File: src/rtl/rx_gen_pkg.sv
// Shared types and constants for the receive-path frame generator.
// The LFSR helpers are only referenced when RXGEN_LFSR_EN is defined.
package rx_gen_pkg;

   typedef enum logic [2:0] {IDLE, PR, RXD, SAMP, GAP, END} state_t;

   localparam logic [1:0] MODE_RAMP = 2'd0;
   localparam logic [1:0] MODE_TAG  = 2'd1;
   localparam logic [1:0] MODE_LFSR = 2'd2;

   // x^16+x^14+x^13+x^11+1 -> feedback from bits 15, 13, 12, 10
   localparam logic [15:0] LFSR_SEED = 16'hACE1;
   localparam logic [15:0] LFSR_TAPS = 16'b1011_0100_0000_0000;

   // Bits needed to hold a down-count starting at n-1.
   function automatic int cnt_w(input int n);
      return (n <= 2) ? 1 : $clog2(n);
   endfunction

   function automatic logic [15:0] lfsr_seed(input int lane);
      return LFSR_SEED ^ 16'(lane + 1);
   endfunction

   function automatic logic [15:0] lfsr_next(input logic [15:0] v);
      return {v[14:0], ^(v & LFSR_TAPS)};
   endfunction

endpackage

File: src/rtl/rx_pattern_lane.sv
// One receive channel's echo data generator: ramp, tag or LFSR pattern.
// LFSR lane is only built when RXGEN_LFSR_EN is defined; otherwise mode 2 gives the ramp.
module rx_pattern_lane
   import rx_gen_pkg::*;
#(
   parameter int LANE    = 0,
   parameter int DATA_W  = 12,
   parameter int SW      = 1,
   parameter int CH_STEP = 256
) (
   input  logic              clk,
   input  logic              rst_n,
   input  logic              samp_en,
   input  logic              reseed,
   input  logic [1:0]        mode,
   input  logic [SW-1:0]     samp_idx,
   input  logic [DATA_W-1:0] tag_base,
   output logic [DATA_W-1:0] data
);

   localparam logic [DATA_W-1:0] RAMP_OFS = DATA_W'(LANE * CH_STEP);

   logic [DATA_W-1:0] data_d, data_q;

`ifdef RXGEN_LFSR_EN
   logic [15:0] lfsr_d, lfsr_q;

   // The lane presents the current LFSR value, then advances it behind the sample.
   always_comb begin
      lfsr_d = lfsr_q;
      if (reseed)
         lfsr_d = lfsr_seed(LANE);
      else if (samp_en)
         lfsr_d = lfsr_next(lfsr_q);
   end

   always_ff @(posedge clk or negedge rst_n) begin
      if (!rst_n) lfsr_q <= lfsr_seed(LANE);
      else        lfsr_q <= lfsr_d;
   end
`else
   logic reseed_unused;
   assign reseed_unused = reseed;
`endif

   always_comb begin
      data_d = '0;
      if (samp_en) begin
         case (mode)
            MODE_TAG:  data_d = tag_base + DATA_W'(LANE);
`ifdef RXGEN_LFSR_EN
            MODE_LFSR: data_d = lfsr_q[DATA_W-1:0];
`endif
            default:   data_d = DATA_W'(samp_idx) + RAMP_OFS;
         endcase
      end
   end

   always_ff @(posedge clk or negedge rst_n) begin
      if (!rst_n) data_q <= '0;
      else        data_q <= data_d;
   end

   assign data = data_q;

endmodule

File: src/rtl/rx_frame_gen.sv
// Frame sequencer for the receive-path stimulus generator: firing timing, gates and tags.
// Define RXGEN_LFSR_EN to build the mode-2 LFSR lanes.
module rx_frame_gen
   import rx_gen_pkg::*;
#(
   parameter int CH_NUM     = 8,
   parameter int DATA_W     = 12,
   parameter int LINE_W     = 8,
   parameter int FOCUS_W    = 2,
   parameter int LINE_NUM   = 128,
   parameter int FOCUS_NUM  = 4,
   parameter int PR_CYC     = 16,
   parameter int RX_DLY     = 8,
   parameter int SAMPLE_NUM = 1024,
   parameter int GAP_CYC    = 4,
   parameter int END_CYC    = 8,
   parameter int CH_STEP    = 256
) (
   input  logic                     clk_50M,
   input  logic                     reset_n,
   input  logic                     run,
   input  logic [1:0]               mode,
   output logic [CH_NUM*DATA_W-1:0] data,
   output logic                     data_valid,
   output logic [LINE_W-1:0]        line_num,
   output logic [FOCUS_W-1:0]       focus_num,
   output logic                     pr_gate,
   output logic                     rx_gate,
   output logic                     sample_gate,
   output logic                     end_gate,
   output logic                     busy
);

   localparam int M1      = (PR_CYC > RX_DLY) ? PR_CYC : RX_DLY;
   localparam int M2      = (M1 > SAMPLE_NUM) ? M1 : SAMPLE_NUM;
   localparam int M3      = (M2 > GAP_CYC) ? M2 : GAP_CYC;
   localparam int MAX_CYC = (M3 > END_CYC) ? M3 : END_CYC;
   localparam int CW      = cnt_w(MAX_CYC);

   localparam logic [CW-1:0]      PR_LD      = CW'(PR_CYC - 1);
   localparam logic [CW-1:0]      RX_LD      = CW'((RX_DLY > 0) ? RX_DLY - 1 : 0);
   localparam logic [CW-1:0]      SAMP_LD    = CW'(SAMPLE_NUM - 1);
   localparam logic [CW-1:0]      GAP_LD     = CW'(GAP_CYC - 1);
   localparam logic [CW-1:0]      END_LD     = CW'(END_CYC - 1);
   localparam logic [LINE_W-1:0]  LAST_LINE  = LINE_W'(LINE_NUM - 1);
   localparam logic [FOCUS_W-1:0] LAST_FOCUS = FOCUS_W'(FOCUS_NUM - 1);

   state_t              state_d, state_q;
   logic [CW-1:0]       cnt_d, cnt_q, cnt_dec;
   logic [LINE_W-1:0]   line_d, line_q;
   logic [FOCUS_W-1:0]  focus_d, focus_q;
   logic [1:0]          mode_d, mode_q, mode_lat;
   logic                reseed;
   logic                pr_d, pr_q, rx_d, rx_q, samp_d, samp_q, end_d, end_q, busy_d, busy_q;
   logic [CW-1:0]       samp_idx_d;
   logic [DATA_W-1:0]   tag_base;

   assign cnt_dec  = cnt_q - CW'(1);
   assign mode_lat = (mode == 2'd3) ? MODE_RAMP : mode;

   always_comb begin
      state_d = state_q;
      cnt_d   = cnt_dec;
      line_d  = line_q;
      focus_d = focus_q;
      mode_d  = mode_q;
      reseed  = 1'b0;
      unique case (state_q)
         IDLE: begin
            cnt_d = '0;
            if (run) begin
               state_d = PR;
               cnt_d   = PR_LD;
               line_d  = '0;
               focus_d = '0;
               mode_d  = mode_lat;
               reseed  = 1'b1;
            end
         end
         PR: if (cnt_q == '0) begin
            if (RX_DLY > 0) begin
               state_d = RXD;
               cnt_d   = RX_LD;
            end else begin
               state_d = SAMP;
               cnt_d   = SAMP_LD;
            end
         end
         RXD: if (cnt_q == '0) begin
            state_d = SAMP;
            cnt_d   = SAMP_LD;
         end
         SAMP: if (cnt_q == '0) begin
            state_d = GAP;
            cnt_d   = GAP_LD;
         end
         GAP: if (cnt_q == '0) begin
            if (line_q == LAST_LINE && focus_q == LAST_FOCUS) begin
               state_d = END;
               cnt_d   = END_LD;
            end else begin
               state_d = PR;
               cnt_d   = PR_LD;
               if (focus_q == LAST_FOCUS) begin
                  focus_d = '0;
                  line_d  = line_q + LINE_W'(1);
               end else begin
                  focus_d = focus_q + FOCUS_W'(1);
               end
            end
         end
         END: if (cnt_q == '0) begin
            // run is only honoured here: a new frame starts clean, otherwise go quiet.
            line_d  = '0;
            focus_d = '0;
            if (run) begin
               state_d = PR;
               cnt_d   = PR_LD;
               mode_d  = mode_lat;
               reseed  = 1'b1;
            end else begin
               state_d = IDLE;
               cnt_d   = '0;
            end
         end
         default: begin
            state_d = IDLE;
            cnt_d   = '0;
         end
      endcase
   end

   assign pr_d       = (state_d == PR);
   assign rx_d       = (state_d == RXD) || (state_d == SAMP);
   assign samp_d     = (state_d == SAMP);
   assign end_d      = (state_d == END);
   assign busy_d     = (state_d != IDLE);
   assign samp_idx_d = SAMP_LD - cnt_d;
   assign tag_base   = DATA_W'((int'(line_q) * FOCUS_NUM + int'(focus_q)) * CH_NUM);

   always_ff @(posedge clk_50M or negedge reset_n) begin
      if (!reset_n) begin
         state_q <= IDLE;
         cnt_q   <= '0;
         line_q  <= '0;
         focus_q <= '0;
         mode_q  <= MODE_RAMP;
         pr_q    <= 1'b0;
         rx_q    <= 1'b0;
         samp_q  <= 1'b0;
         end_q   <= 1'b0;
         busy_q  <= 1'b0;
      end else begin
         state_q <= state_d;
         cnt_q   <= cnt_d;
         line_q  <= line_d;
         focus_q <= focus_d;
         mode_q  <= mode_d;
         pr_q    <= pr_d;
         rx_q    <= rx_d;
         samp_q  <= samp_d;
         end_q   <= end_d;
         busy_q  <= busy_d;
      end
   end

   for (genvar k = 0; k < CH_NUM; k++) begin : g_lane
      rx_pattern_lane #(
         .LANE    (k),
         .DATA_W  (DATA_W),
         .SW      (CW),
         .CH_STEP (CH_STEP)
      ) u_lane (
         .clk      (clk_50M),
         .rst_n    (reset_n),
         .samp_en  (samp_d),
         .reseed   (reseed),
         .mode     (mode_q),
         .samp_idx (samp_idx_d),
         .tag_base (tag_base),
         .data     (data[k*DATA_W +: DATA_W])
      );
   end

   assign line_num    = line_q;
   assign focus_num   = focus_q;
   assign pr_gate     = pr_q;
   assign rx_gate     = rx_q;
   assign sample_gate = samp_q;
   assign data_valid  = samp_q;
   assign end_gate    = end_q;
   assign busy        = busy_q;

endmodule

File: config.mk
export PLATFORM = sky130hd
export DESIGN_NAME = rx_frame_gen
export DESIGN_NICKNAME = d
export VERILOG_FILES = /design/src/rtl/rx_gen_pkg.sv /design/src/rtl/rx_pattern_lane.sv /design/src/rtl/rx_frame_gen.sv
export SDC_FILE = /design/constraint.sdc
export NUM_CORES = 1
export LEC_CHECK = 0
export ABC_CLOCK_PERIOD_IN_PS = 2600
export CORE_AREA = 2 2 81 99
export DETAILED_ROUTE_END_ITERATION = 8
export DIE_AREA = 0 0 83 101
export GPL_TIMING_DRIVEN = 0
export PLACE_DENSITY_LB_ADDON = 0.1
export SLEW_MARGIN = 20
export SYNTH_ARGS = -nofsm -noshare
export SYNTH_HDL_FRONTEND = slang
export SYNTH_SLANG_ARGS = --single-unit
File: constraint.sdc
create_clock -name clk_50M -period 2.6 [get_ports clk_50M]
set_input_delay 0.26 -clock clk_50M [delete_from_list [all_inputs] [get_ports clk_50M]]
set_output_delay 0.26 -clock clk_50M [all_outputs]
set_load 0.02 [all_outputs]
# After elaboration in Yosys (flattened, before gate mapping)
# Cells that the tools add are included.
[totals]
regBits = 126
input_bits = 5
out_inout_bits = 112
[op_classes]
n_addsub = 19
eq_ne = 18
muxes = 49
reduce_logical = 10
[op_table]
columns = ["op", "count"]
rows = [
  ["two-way mux 12 bit", 16],
  ["one-hot mux 10 bit (6 select lines)", 1],
  ["two-way mux 10 bit", 5],
  ["adder 10 x 11 -> 12 bit (second input constant)", 4],
  ["adder 12 x 3 -> 12 bit (second input constant)", 4],
  ["two-way mux 8 bit", 5],
  ["adder 12 x 2 -> 12 bit (second input constant)", 2],
  ["one-hot mux 8 bit (3 select lines)", 1],
  ["adder 10 x 10 -> 11 bit (second input constant)", 2],
  ["two-way mux 3 bit", 7],
  ["one-hot mux 3 bit (6 select lines)", 1],
  ["two-way mux 2 bit", 8],
  ["adder 12 x 1 -> 12 bit (second input constant)", 1],
  ["== test 3 x 2 -> 1 bit (second input constant)", 4],
  ["adder 10 x 9 -> 11 bit (second input constant)", 1],
  ["logical NOT 10 bit", 1],
  ["inequality test 2 bit (second input constant)", 5],
  ["subtractor 10 x 1 -> 10 bit (second input constant)", 1],
  ["subtractor 10 bit (first input constant)", 1],
  ["adder 9 x 2 -> 9 bit", 1],
  ["== test 3 bit (second input constant)", 3],
  ["adder 8 x 1 -> 8 bit (second input constant)", 1],
  ["== test 8 x 7 -> 1 bit (second input constant)", 1],
  ["two-way mux 4 bit", 2],
  ["15 further kinds", 18],
]

# Logic depth before layout (Yosys ltp)
[logic_depth]
ltp_word = 9
depth_mapped = 10
mapped_depth_nobuf = 10

# Cells and area by module
# From an unflattened synthesis, not the netlist that was laid out.
[unflattened]
cells_unflattened = 761
hier_area_um2 = 7143.1
[by_module_without_submodules]
columns = ["module", "n_inst", "cells_each", "area_each_um2", "seq_area_each_um2"]
rows = [
  ["rx_frame_gen", 1, 204, 1858.0, 750.7],
  ["rx_pattern_lane (g_lane[7].u_lane)", 1, 77, 734.5, 300.3],
  ["rx_pattern_lane (g_lane[3].u_lane)", 1, 78, 711.9, 300.3],
  ["rx_pattern_lane (g_lane[5].u_lane)", 1, 75, 698.2, 300.3],
  ["rx_pattern_lane (g_lane[1].u_lane)", 1, 71, 678.2, 300.3],
  ["rx_pattern_lane (g_lane[6].u_lane)", 1, 71, 664.4, 300.3],
  ["rx_pattern_lane (g_lane[2].u_lane)", 1, 70, 641.9, 300.3],
  ["rx_pattern_lane (g_lane[4].u_lane)", 1, 67, 621.8, 300.3],
  ["rx_pattern_lane (g_lane[0].u_lane)", 1, 48, 534.3, 300.3],
]

# Worst setup path before layout
# No wires, ideal clock.
[synth_timing]
kind = "reg2reg"
start = "reg cnt_q[5]"
end = "reg g_lane[1].u_lane.data_q[9]"
setup_ns = 0.123
t_arrival_ns = 2.164
setup_slack_ns = 0.313
stages_incl_launch_ff = 8
n_path_buf = 0
period_less_slack_ns = 2.287
path_cell_list = "dfrtp_1 -> or4_4 -> or4_4 -> xor2_1 -> o21a_4 -> ha_1 -> nand2_1 -> a21oi_1"
[synth_via]
elab_chain_len = 7
elab_cells_between_ends = 19
[synth_rtl]
columns = ["element", "line", "source"]
rows = [
  ["start, declared", "rx_frame_gen.sv:49", "logic [CW-1:0] cnt_d, cnt_q, cnt_dec;"],
  ["start signal, assigned", "rx_frame_gen.sv:155", "cnt_q <= cnt_d;"],
  ["subtractor 10 x 1 -> 10 bit or logical NOT 10 bit (tied branches)", "-", ""],
  ["two-way mux 10 bit (on tied branches)", "-", ""],
  ["one-hot mux 10 bit (6 select lines)", "rx_frame_gen.sv:68", "unique case (state_q)"],
  ["subtractor 10 bit", "rx_frame_gen.sv:138", "assign samp_idx_d = SAMP_LD - cnt_d;"],
  ["adder 10 x 9 -> 11 bit", "rx_pattern_lane.sv:54", "default: data_d = DATA_W'(samp_idx) + RAMP_OFS;"],
  ["two-way mux 12 bit", "rx_pattern_lane.sv:49", "case (mode)"],
  ["two-way mux 12 bit (*)", "rx_pattern_lane.sv:48", "if (samp_en) begin"],
  ["named net g_lane[1].u_lane.data_d[9]", "rx_pattern_lane.sv:23", "logic [DATA_W-1:0] data_d, data_q;"],
  ["end signal, assigned", "rx_pattern_lane.sv:61", "else data_q <= data_d;"],
  ["end, declared", "rx_pattern_lane.sv:23", ""],
]
# The timed path passes the listed nets; every way through them passes the cells marked *.
# A chain may end at the register's enable or synchronous reset.

# Final worst setup path
[layout_timing]
start = "reg cnt_q[7]"
end = "reg g_lane[1].u_lane.data_q[9]"
# The elaborated chain is that of the path after synthesis.

==> impl_metrics.env <==
export IMPL_status="completed"
export IMPL_post_place_ws_ns=0.1666
export IMPL_layout_nets=496
export IMPL_grt_max_degree=32
export IMPL_startpoint_type="flip-flop"
export IMPL_min_period_ns=2.437
export IMPL_yosysUniqueCellTypes=53
export IMPL_cts_setup_buffers=0
export IMPL_layout_drive_gt1_share_pct=20.61
export IMPL_grt_ovfl_total=0
export IMPL_ys_warn_count=0
export IMPL_end_kind="flip-flop"
export IMPL_grt_pass1_vias=2762
export IMPL_setup_ws_ns=0.1635
export IMPL_wl_mm=8.085
export IMPL_synth_avg_cell_area_um2=9.352
export IMPL_io_pins=117
export IMPL_ys_seq_elements=59
export IMPL_coreArea_um2=7488
export IMPL_met1_usage_pct=23.98
export IMPL_fin_util_pct=64.63
export IMPL_cap_violations=0
export IMPL_cpPeakStageDelay_ns=0.42
export IMPL_path_max_fanout=5
export IMPL_place_area_um2=4623
export IMPL_die_y_um=101
export IMPL_cp_cell_sequence="or3_1, clkbuf_1, a2111oi_0, o21ai_0, or2_2, ha_1, nand2_1, a21oi_1"
export IMPL_route_detailed_drc=0
export IMPL_cts_buffers=9
export IMPL_rsz0062_at_grt="no"
export IMPL_setup_viol=0
export IMPL_cts_tree="built"
export IMPL_num_antenna_cells=0
export IMPL_postRouteAntennaNets=0
export IMPL_busiest_layer="met2"
export IMPL_synth_area_leaders="dfrtp_1 44%, buf_4 15%, a21oi_1 3.8%"
export IMPL_synth_cells=356
export IMPL_max_slew_worst_pin_slew_ns=0.8682
export IMPL_viasPerCell=5.058
export IMPL_hold_violations=0
export IMPL_port_buffers=116
export IMPL_arrival_ns=2.72
export IMPL_relSlewSlack_pct=41.59
export IMPL_area_delta_synth_final_pct=45.36
export IMPL_worstHoldPathType="input pin to async pin"
export IMPL_clock_latency_ns=0.35
export IMPL_die_w_um=83
export IMPL_dieArea_um2=8383
export IMPL_cts_root_buf="clkbuf_8"
export IMPL_crit_path_top_delay_cell="dfrtp_1"
export IMPL_num_rows=35
export IMPL_hpwlAfterDp_mm=6.197
export IMPL_htree_levels=3
export IMPL_ir_worst_vdd_v=0.0005974
export IMPL_total_power_mw=5.704
export IMPL_cpLargestDelayFamily="simple AND/OR/NAND/NOR gates"
export IMPL_synth_yosys_seq_area_share_pct=44.34
export IMPL_finalMaxSlewViolations=0
export IMPL_powerDensity_nw_per_um2=1179
export IMPL_vias=2944
export IMPL_drtPass1Iterations=4
export IMPL_synth_async_sr_flop_share_pct=100.0
export IMPL_synth_top_area_share_pct=44.34
export IMPL_skew_ns=0.01003
export IMPL_critical_path_buf_inv_count=1
export IMPL_drt_iter0_markers=138
export IMPL_yosys_area_top_type="dfrtp_1"
export IMPL_leakagePower_nw=2.174
export IMPL_grtUsageTotal_pct=20.10
export IMPL_fmax_mhz=410.4
export IMPL_grt_pass1_wl_mm=13.46
export IMPL_path_clk_slew_ns=0.07
export IMPL_min_period_over_period_pct=93.71
export IMPL_critPathRequiredTime_ns=2.88
export IMPL_final_area_um2=4840
export IMPL_synth_ff_type="dfrtp_1"
export IMPL_cts_sinks=59
export IMPL_clockBufferDepth=2
export IMPL_syn_nets=367
export IMPL_use_met2_pct=32.69
export IMPL_synth_edff_count=0
export IMPL_place_congestion=0.9326
export IMPL_path_class="flip-flop to flip-flop"
export IMPL_routedWlPerCell_um=13.89
export IMPL_globalRouteMet3Util_pct=5.815
export IMPL_antenna_found_initial=0
export IMPL_initial_core_util_pct=44.46
export IMPL_synth_area_um2=3329
## synth_stat cells (2+ instances only)
library cell / n
buf_4: 68
dfrtp_1: 59
a21oi_1: 25
nor2_1: 25
nand2_1: 19
o21ai_0: 16
clkbuf_1: 13
a31oi_1: 11
inv_1: 11
nor3_1: 10
o21ai_1: 9
ha_1: 6
nand4_1: 6
or3_1: 6
a211oi_1: 5
nand3_1: 5
xor2_1: 5
a21o_1: 4
nand2b_1: 4
nor2b_1: 4
buf_2: 3
o31ai_1: 3
and2_1: 2
mux2_1: 2
nand3b_1: 2
nor4_1: 2
o22ai_1: 2
o311a_1: 2
or2_2: 2
or4_4: 2
## repair_timing
| item | CTS | global route |
|---|---|---|
| endpoints found under the hold margin | 30 | 0 |
| hold buffers | 1 | 0 |
| resized for setup | 0 | 1 |
| setup endpoints to repair | 0 | 7 |
## worst register-to-register path, stage by stage (launching register included)
cell and delay, ns:
dfrtp_1 0.42, or3_1 0.36, clkbuf_1 0.19, a2111oi_0 0.34
o21ai_0 0.23, or2_2 0.33, ha_1 0.30, nand2_1 0.06
a21oi_1 0.13
## path summary, 6_finish.rpt
| check | startpoint | end | slack, ns | cells past startpoint |
|---|---|---|---|---|
| hold reg to reg | mode_q[0] | mode_q[0] | 0.52 | 1 |
| min in group clk_50M | mode_q[0] | mode_q[0] | 0.52 | 1 |
| setup reg to reg | cnt_q[7] | g_lane[1].u_lane.data[9] | 0.16 | 8 |
| max in group asynchronous | reset_n | mode_q[1] | 1.75 | 3 |
| hold / removal | reset_n | cnt_q[0] | 0.37 | 2 |
| setup / recovery | cnt_q[7] | g_lane[1].u_lane.data[9] | 0.16 | 8 |
## state kept, by name, indices dropped and copies added, names as in the netlist, 2 cells and up
name                cells
state_q                 3
focus_num               2
cnt_q                  10
g_lane.u_lane.data     29
mode_q                  2
line_num                8
## stage by stage
stage | std cells | hold WS, ns | setup TNS, ns
after floorplan | 356 | -0.03559 | 0
after global placement | 564 | 0.4873 | -33.65
after detailed placement | 565 | 0.2148 | 0
after CTS | 582 | 0.3770 | 0
after global routing | 582 | 0.4062 | 0
final | 582 | 0.3739 | 0
## cell families after synthesis
group,after synthesis,share of synthesized area [%]
AO/OA/AOI/OAI,89,16.69
XOR/XNOR,6,1.578
adder cells (fa/ha/maj),6,2.255
buffers and inverters,96,18.60
flip-flops,59,44.34
multiplexers,2,0.6764
AND/OR/NAND/NOR,98,15.86
## placed cells by master, fill, tap and decap left out, drive strengths merged, types with 3 or more instances in the layout
cell	synthesis	layout
a211oi	5	5
clkdlybuf4s50	0	115
nor2	25	25
nor3	12	12
nand4	6	6
a21oi	26	26
clkbuf	13	23
a21o	4	4
nor4	3	3
xor2	5	5
inv	11	11
nand3	5	5
nand2b	4	4
buf	72	74
a31oi	11	11
nor2b	4	4
o21ai	25	25
ha	6	6
dfrtp	59	59
clkinv	0	4
o31ai	3	3
nand2	20	20
or3	6	6
## final cells by class
| type | count | area (um^2) |
|---|---|---|
| clock inverters | 6 | 65.06 |
| well taps | 92 | 115.1 |
| inverters | 11 | 41.29 |
| flip-flops and latches | 59 | 1476 |
| fillers | 632 | 2649 |
| plain buffers | 85 | 578.1 |
| clock buffers | 10 | 137.6 |
| multi-input cells | 201 | 1237 |
| repair buffers | 118 | 1189 |
## routing by layer
metal | vias to the layer above | part of all wire [%]
met1 | 1362 | 42
li1 | 1443 | -
met3 | 17 | 7.4
met5 | - | 0
met4 | 0 | 2.4
met2 | 122 | 48
## report_power, final
| group | switching [mW] | internal (mW) |
|---|---|---|
| clock | 0.379 | 0.467 |
| combinational | 1.73 | 1.59 |
| sequential | 0.304 | 1.23 |
| total | 2.41 | 3.29 |
No activity file was read; power rests on OpenSTA's default activity.
